<file path="src/rtl/fifo_frame_packer_pkg.sv">
// Shared definitions for the FIFO frame packer: FSM state encoding and parameter defaults.
package fifo_frame_packer_pkg;

    localparam int         DEF_DATA_W    = 8;
    localparam int         DEF_FRAME_LEN = 4;
    localparam logic [7:0] DEF_SOF_BYTE  = 8'hA5;

    typedef enum logic [1:0] {
        ST_IDLE    = 2'd0,
        ST_HDR     = 2'd1,
        ST_PAYLOAD = 2'd2,
        ST_CKSUM   = 2'd3
    } state_t;

endpackage

</file>
<file path="src/rtl/frame_xor_accum.sv">
// Running XOR of payload bytes; clear has priority over enable.
import fifo_frame_packer_pkg::*;

module frame_xor_accum #(
    parameter int DATA_W = DEF_DATA_W
) (
    input  logic              clk,
    input  logic              rst,
    input  logic              en,
    input  logic              clr,
    input  logic [DATA_W-1:0] din,
    output logic [DATA_W-1:0] acc
);

    logic [DATA_W-1:0] acc_reg;

    always_ff @(posedge clk or negedge rst) begin
        if (!rst) begin
            acc_reg <= '0;
        end else if (clr) begin
            acc_reg <= '0;
        end else if (en) begin
            acc_reg <= acc_reg ^ din;
        end
    end

    assign acc = acc_reg;

endmodule

</file>
<file path="src/rtl/fifo_frame_packer.sv">
// Reads FRAME_LEN bytes from an upstream FIFO and emits header, payload and XOR checksum
// over a valid/ready byte stream. All outputs are registered.
module fifo_frame_packer
    import fifo_frame_packer_pkg::*;
#(
    parameter int                DATA_W    = DEF_DATA_W,
    parameter int                FRAME_LEN = DEF_FRAME_LEN,
    parameter logic [DATA_W-1:0] SOF_BYTE  = DATA_W'(DEF_SOF_BYTE)
) (
    input  logic              clk,
    input  logic              rst,
    input  logic              buf_empty,
    input  logic [DATA_W-1:0] fifo_data,
    output logic              rd_en,
    output logic [DATA_W-1:0] tx_data,
    output logic              tx_valid,
    input  logic              tx_ready,
    output logic              tx_sof,
    output logic              tx_eof,
    output logic              busy,
    output logic [7:0]        frame_count
);

    localparam logic [7:0] FRAME_LEN_C = 8'(FRAME_LEN);

    state_t            state_reg, state_next;
    logic [7:0]        req_cnt_reg, req_cnt_next;
    logic              rd_en_reg, rd_en_next;
    logic              rd_dly_reg;
    logic [DATA_W-1:0] skid_reg, skid_next;
    logic              skid_valid_reg, skid_valid_next;
    logic [DATA_W-1:0] tx_data_reg, tx_data_next;
    logic              tx_valid_reg, tx_valid_next;
    logic              tx_sof_reg, tx_sof_next;
    logic              tx_eof_reg, tx_eof_next;
    logic              busy_reg;
    logic [7:0]        frame_count_reg, frame_count_next;
    logic [DATA_W-1:0] acc_value;
    logic              acc_clr;
    logic              hs;
    logic              slot_free;
    logic              last_hs;

    // A read issued while the previous byte is still on the output can land while that
    // byte is stalled; the one-entry skid register catches it so tx_data never changes early.
    assign hs        = tx_valid_reg && tx_ready;
    assign slot_free = !tx_valid_reg || hs;
    assign last_hs   = hs && (req_cnt_reg == FRAME_LEN_C) && !rd_en_reg
                       && !rd_dly_reg && !skid_valid_reg;

    frame_xor_accum #(
        .DATA_W (DATA_W)
    ) u_accum (
        .clk (clk),
        .rst (rst),
        .en  (rd_dly_reg),
        .clr (acc_clr),
        .din (fifo_data),
        .acc (acc_value)
    );

    always_ff @(posedge clk or negedge rst) begin
        if (!rst) begin
            state_reg       <= ST_IDLE;
            req_cnt_reg     <= '0;
            rd_en_reg       <= 1'b0;
            rd_dly_reg      <= 1'b0;
            skid_reg        <= '0;
            skid_valid_reg  <= 1'b0;
            tx_data_reg     <= '0;
            tx_valid_reg    <= 1'b0;
            tx_sof_reg      <= 1'b0;
            tx_eof_reg      <= 1'b0;
            busy_reg        <= 1'b0;
            frame_count_reg <= '0;
        end else begin
            state_reg       <= state_next;
            req_cnt_reg     <= req_cnt_next;
            rd_en_reg       <= rd_en_next;
            rd_dly_reg      <= rd_en_reg;
            skid_reg        <= skid_next;
            skid_valid_reg  <= skid_valid_next;
            tx_data_reg     <= tx_data_next;
            tx_valid_reg    <= tx_valid_next;
            tx_sof_reg      <= tx_sof_next;
            tx_eof_reg      <= tx_eof_next;
            busy_reg        <= (state_next != ST_IDLE);
            frame_count_reg <= frame_count_next;
        end
    end

    always_comb begin
        state_next       = state_reg;
        req_cnt_next     = req_cnt_reg;
        rd_en_next       = 1'b0;
        skid_next        = skid_reg;
        skid_valid_next  = skid_valid_reg;
        tx_data_next     = tx_data_reg;
        tx_valid_next    = tx_valid_reg;
        tx_sof_next      = tx_sof_reg;
        tx_eof_next      = tx_eof_reg;
        frame_count_next = frame_count_reg;
        acc_clr          = 1'b0;

        case (state_reg)
            ST_IDLE: begin
                if (!buf_empty) begin
                    state_next    = ST_HDR;
                    tx_data_next  = SOF_BYTE;
                    tx_valid_next = 1'b1;
                    tx_sof_next   = 1'b1;
                end
            end

            ST_HDR: begin
                if (hs) begin
                    state_next    = ST_PAYLOAD;
                    tx_data_next  = '0;
                    tx_valid_next = 1'b0;
                    tx_sof_next   = 1'b0;
                end
            end

            ST_PAYLOAD: begin
                if (rd_en_reg) begin
                    req_cnt_next = req_cnt_reg + 8'd1;
                end
                if (last_hs) begin
                    state_next    = ST_CKSUM;
                    tx_data_next  = acc_value;
                    tx_valid_next = 1'b1;
                    tx_eof_next   = 1'b1;
                end else begin
                    if (slot_free) begin
                        if (skid_valid_reg) begin
                            tx_data_next    = skid_reg;
                            tx_valid_next   = 1'b1;
                            skid_valid_next = 1'b0;
                        end else if (rd_dly_reg) begin
                            tx_data_next  = fifo_data;
                            tx_valid_next = 1'b1;
                        end else begin
                            tx_valid_next = 1'b0;
                        end
                    end
                    if (rd_dly_reg && !(slot_free && !skid_valid_reg)) begin
                        skid_next       = fifo_data;
                        skid_valid_next = 1'b1;
                    end
                    rd_en_next = (req_cnt_reg < FRAME_LEN_C) && !buf_empty
                                 && !rd_en_reg && slot_free;
                end
            end

            ST_CKSUM: begin
                if (hs) begin
                    state_next       = ST_IDLE;
                    tx_data_next     = '0;
                    tx_valid_next    = 1'b0;
                    tx_eof_next      = 1'b0;
                    frame_count_next = frame_count_reg + 8'd1;
                    req_cnt_next     = '0;
                    acc_clr          = 1'b1;
                end
            end

            default: begin
                state_next = ST_IDLE;
            end
        endcase
    end

    assign rd_en       = rd_en_reg;
    assign tx_data     = tx_data_reg;
    assign tx_valid    = tx_valid_reg;
    assign tx_sof      = tx_sof_reg;
    assign tx_eof      = tx_eof_reg;
    assign busy        = busy_reg;
    assign frame_count = frame_count_reg;

endmodule

</file>
<file path="config.mk">
export PLATFORM = sky130hd
export DESIGN_NAME = fifo_frame_packer
export DESIGN_NICKNAME = d
export VERILOG_FILES = /design/src/rtl/fifo_frame_packer_pkg.sv /design/src/rtl/frame_xor_accum.sv /design/src/rtl/fifo_frame_packer.sv
export SDC_FILE = /design/constraint.sdc
export NUM_CORES = 1
export LEC_CHECK = 0
export BUFFER_PORTS_ARGS = -buffer_cell sky130_fd_sc_hd__clkbuf_2
export CAP_MARGIN = 15
export CORE_MARGIN = 4
export CORE_UTILIZATION = 50
export CTS_CLUSTER_DIAMETER = 80
export DETAILED_ROUTE_END_ITERATION = 8
export PLACE_DENSITY = 0.74
export REMOVE_ABC_BUFFERS = 1
export SYNTH_ARGS = -nofsm -noshare
export SYNTH_HDL_FRONTEND = slang
export SYNTH_SLANG_ARGS = --single-unit
</file>
<file path="constraint.sdc">
create_clock -name clk -period 1.8 [get_ports clk]
set_clock_uncertainty 0.15 [all_clocks]
set_input_delay 0.18 -clock clk [delete_from_list [all_inputs] [get_ports clk]]
set_output_delay 0.18 -clock clk [all_outputs]
set_load 0.01 [all_outputs]
</file>
==> metrics.csv <==
stage;metric;value;unit
status;status;finished with violations;
status;violations;negative setup slack;
layout;finalNetCount;312;
timing;finalHoldViolations;0;
yosys;syn-instance-count;223;
global_route;antenna_found_initial;0;
timing;setup_violations;8;
global_route;grt.overflow.total;0;
power;power_switching;1300;uW
cts;insertion_delay;0.30;ns
power;p_per_area;1180;nW/um^2
floorplan;rows;25;
cts;cts.clk_slew.worst_paths;0.09;ns
routing;drtAntennaViolNets;0;
layout;area_growth;29.1;%
floorplan;io_pins;33;
timing;worst_slack;-0.0649;ns
floorplan;fp.coreArea;4690;um^2
placement;dpl_worst_slack;-0.160;ns
timing;fin_crit_sh;1.04;
global_route;grt_pass1_vias;1892;
placement;hpwl;3610;um
yosys;synth-seq-cells;49;
global_route;grt.busiest_layer;met2;
cts;cts_buffers;5;
yosys;synthFlopType;dfrtp_1;
global_route;grt_usage;0.189;
cts;root_buffer;clkbuf_8;
power;power_frac_seq;0.435;
routing;wl_per_cell;15.0;um
floorplan;fp.dieW;77.5;um
timing;tightest_slew;0.611;ns
timing;fmax;536;MHz
yosys;ys_types;39;
yosys;async_reset_ff_frac;1.00;
yosys;ys_seq_area_frac;0.508;
power;intPower;2380;uW
floorplan;die_h;77.5;um
global_route;grt_max_degree;50;
layout;drive_gt1_frac;0.349;
routing;drt-pass1-iter-count;4;
routing;route.detailed.drc;0;
cts;cts.path.max_buffers;2;
timing;timing.hold.ws;0.0863;ns
timing;rsz0062_at_grt;true;
placement;gp_congestion;0.856;
layout;antenna_cells;0;
power;p_sw_frac;0.353;
worst_setup_path;start_kind;flip-flop;
power;finalPower;3680;uW
global_route;met1_usage;0.262;
routing;drtIter0Drc;154;
worst_setup_path;crit_required;1.84;ns
placement;numPortBuffers;32;
power;ir_worst_vdd;0.483;mV
global_route;grt_pass1_wl;9100;um
routing;route.vias.total;1867;
routing;wirelength;5300;um
timing;slew_violations;0;
worst_setup_path;worst-setup-path-type;flip-flop to flip-flop;
power;p_clk_frac;0.171;
yosys;avgSynthCellArea;10.8;um^2
power;p_leak;0.00147;uW
worst_setup_path;crit_fanout;5;
worst_hold_path;hp-class;input pin to flip-flop;
global_route;use_met2;0.296;
timing;max_slew_margin;0.593;
power;power_frac_comb;0.394;
worst_setup_path;critPathArrivalTime;1.90;ns
yosys;synth_area;2420;um^2
cts;htreeDepth;2;
flow_run;drv_cap;0;
cts;cts_tree;yes;
timing;period_needed;1.86;ns
floorplan;initial_utilization;0.515;
worst_setup_path;endpoint_kind;flip-flop;
floorplan;die_area;6010;um^2
global_route;grt_use_met3;0.0313;
yosys;yosysWarnings;0;
cts;cts_num_sinks;49;
yosys;synth-edff-count;0;
routing;viasPerCell;5.30;
power by group through the flow:
stage / combinational [uW] / sequential (uW) / clock, uW
3_5_place_dp: 1320 / 1610 / 0
3_3_place_gp: 1290 / 1600 / 0
2_1_floorplan: 619 / 1700 / 0
5_1_grt: 1590 / 1640 / 696
6_report: 1450 / 1600 / 628
4_1_cts: 1420 / 1600 / 645
cells by family after synthesis:
logic type / Yosys count / synth area share
DFF: 49 / 0.508
xor gates and xnor gates: 21 / 0.0761
adders and majority gates: 3 / 0.0155
AOI/OAI and AO/OA: 28 / 0.0901
muxes: 21 / 0.101
buffers and inverters: 16 / 0.0331
and+or+nand+nor: 85 / 0.177
through the flow:
stage / cell area, um^2 / utilization / TNS, ns / std cells
6_report: 3120 / 0.665 / -0.495 / 352
5_1_grt: 3120 / 0.665 / -1.19 / 352
4_1_cts: 3080 / 0.657 / -0.449 / 349
3_5_place_dp: 2830 / 0.603 / -0.782 / 328
3_3_place_gp: 2830 / 0.603 / -0.137 / 328
2_1_floorplan: 2360 / - / -10.88 / 213
worst max-delay path, cell delays in order (launching register included):
cell	delay, ns
dfrtp_1	0.43
nor4_4	0.35
nand3_2	0.18
a31oi_4	0.30
mux2_4	0.33
cell usage in the layout (no fill, tap or decap), types with 5 or more instances in the layout:
cell type | synthesis | layout
dfrtp_1 | 49 | 49
clkbuf_8 | 0 | 5
mux2_4 | 4 | 7
xor2_1 | 12 | 12
mux2_2 | 11 | 8
mux2i_1 | 6 | 5
dlygate4sd3_1 | 0 | 11
nor2_1 | 18 | 18
clkbuf_2 | 0 | 32
nand2_1 | 29 | 29
nand2b_1 | 8 | 8
o211ai_1 | 7 | 7
buf_4 | 1 | 30
nand3_1 | 9 | 9
inv_1 | 6 | 6
xnor2_1 | 9 | 9
metal layers:
layer,part of all wire,up-vias
met5,0,-
met4,0.021,0
met3,0.024,12
met2,0.48,30
met1,0.47,906
li1,-,919
area by class of cell:
type	count	area, um^2
Tap cell	54	67.6
Multi-Input combinational cell	158	1160
Inverter	6	22.5
Timing Repair Buffer	77	558
Fill cell	354	1570
Sequential cell	49	1230
Clock buffer	6	72.6
Clock inverter	2	10.0
path summary, 6_finish.rpt:
| kind | startpoint | end | cells after the start | slack, ns |
|---|---|---|---|---|
| setup / recovery | req_cnt_reg[6] | tx_data[1] | 4 | -0.06 |
| hold / removal | tx_ready | state_reg[1] | 3 | 0.09 |
| setup reg to reg | req_cnt_reg[6] | tx_data[1] | 4 | -0.06 |
| min in group asynchronous | rst | req_cnt_reg[7] | 3 | 0.34 |
| hold reg to reg | frame_count[7] | frame_count[7] | 1 | 0.32 |
| max in group asynchronous | rst | state_reg[0] | 3 | 0.73 |
synthesized netlist by cell type, types with 2 or more instances:
cell type	instances	area (um^2)
a2bb2oi_1	3	26.3
o21ai_0	4	20.0
o211ai_1	7	52.6
mux2i_1	6	60.1
nor3_1	4	20.0
nand4_1	4	25.0
inv_1	6	22.5
mux2_4	4	60.1
nand2_1	29	109
nand3_1	9	45.0
a21oi_1	4	20.0
and4_1	2	17.5
nor4_1	2	12.5
nor2b_1	2	12.5
nor2_1	18	67.6
xnor2_1	9	78.8
a22o_1	3	26.3
ha_1	3	37.5
mux2_2	11	124
dfrtp_1	49	1230
nand2b_1	8	50.1
buf_2	7	35.0
xor2_1	12	105
nand3b_1	2	15.0
repair_timing:
action,CTS,global route
resized for setup,12,3
endpoints found under the hold margin,59,1
setup endpoints to repair,9,10
pin swaps,5,5
hold buffers,10,1
setup buffers,3,2
Power figures use the tool's default switching activity.
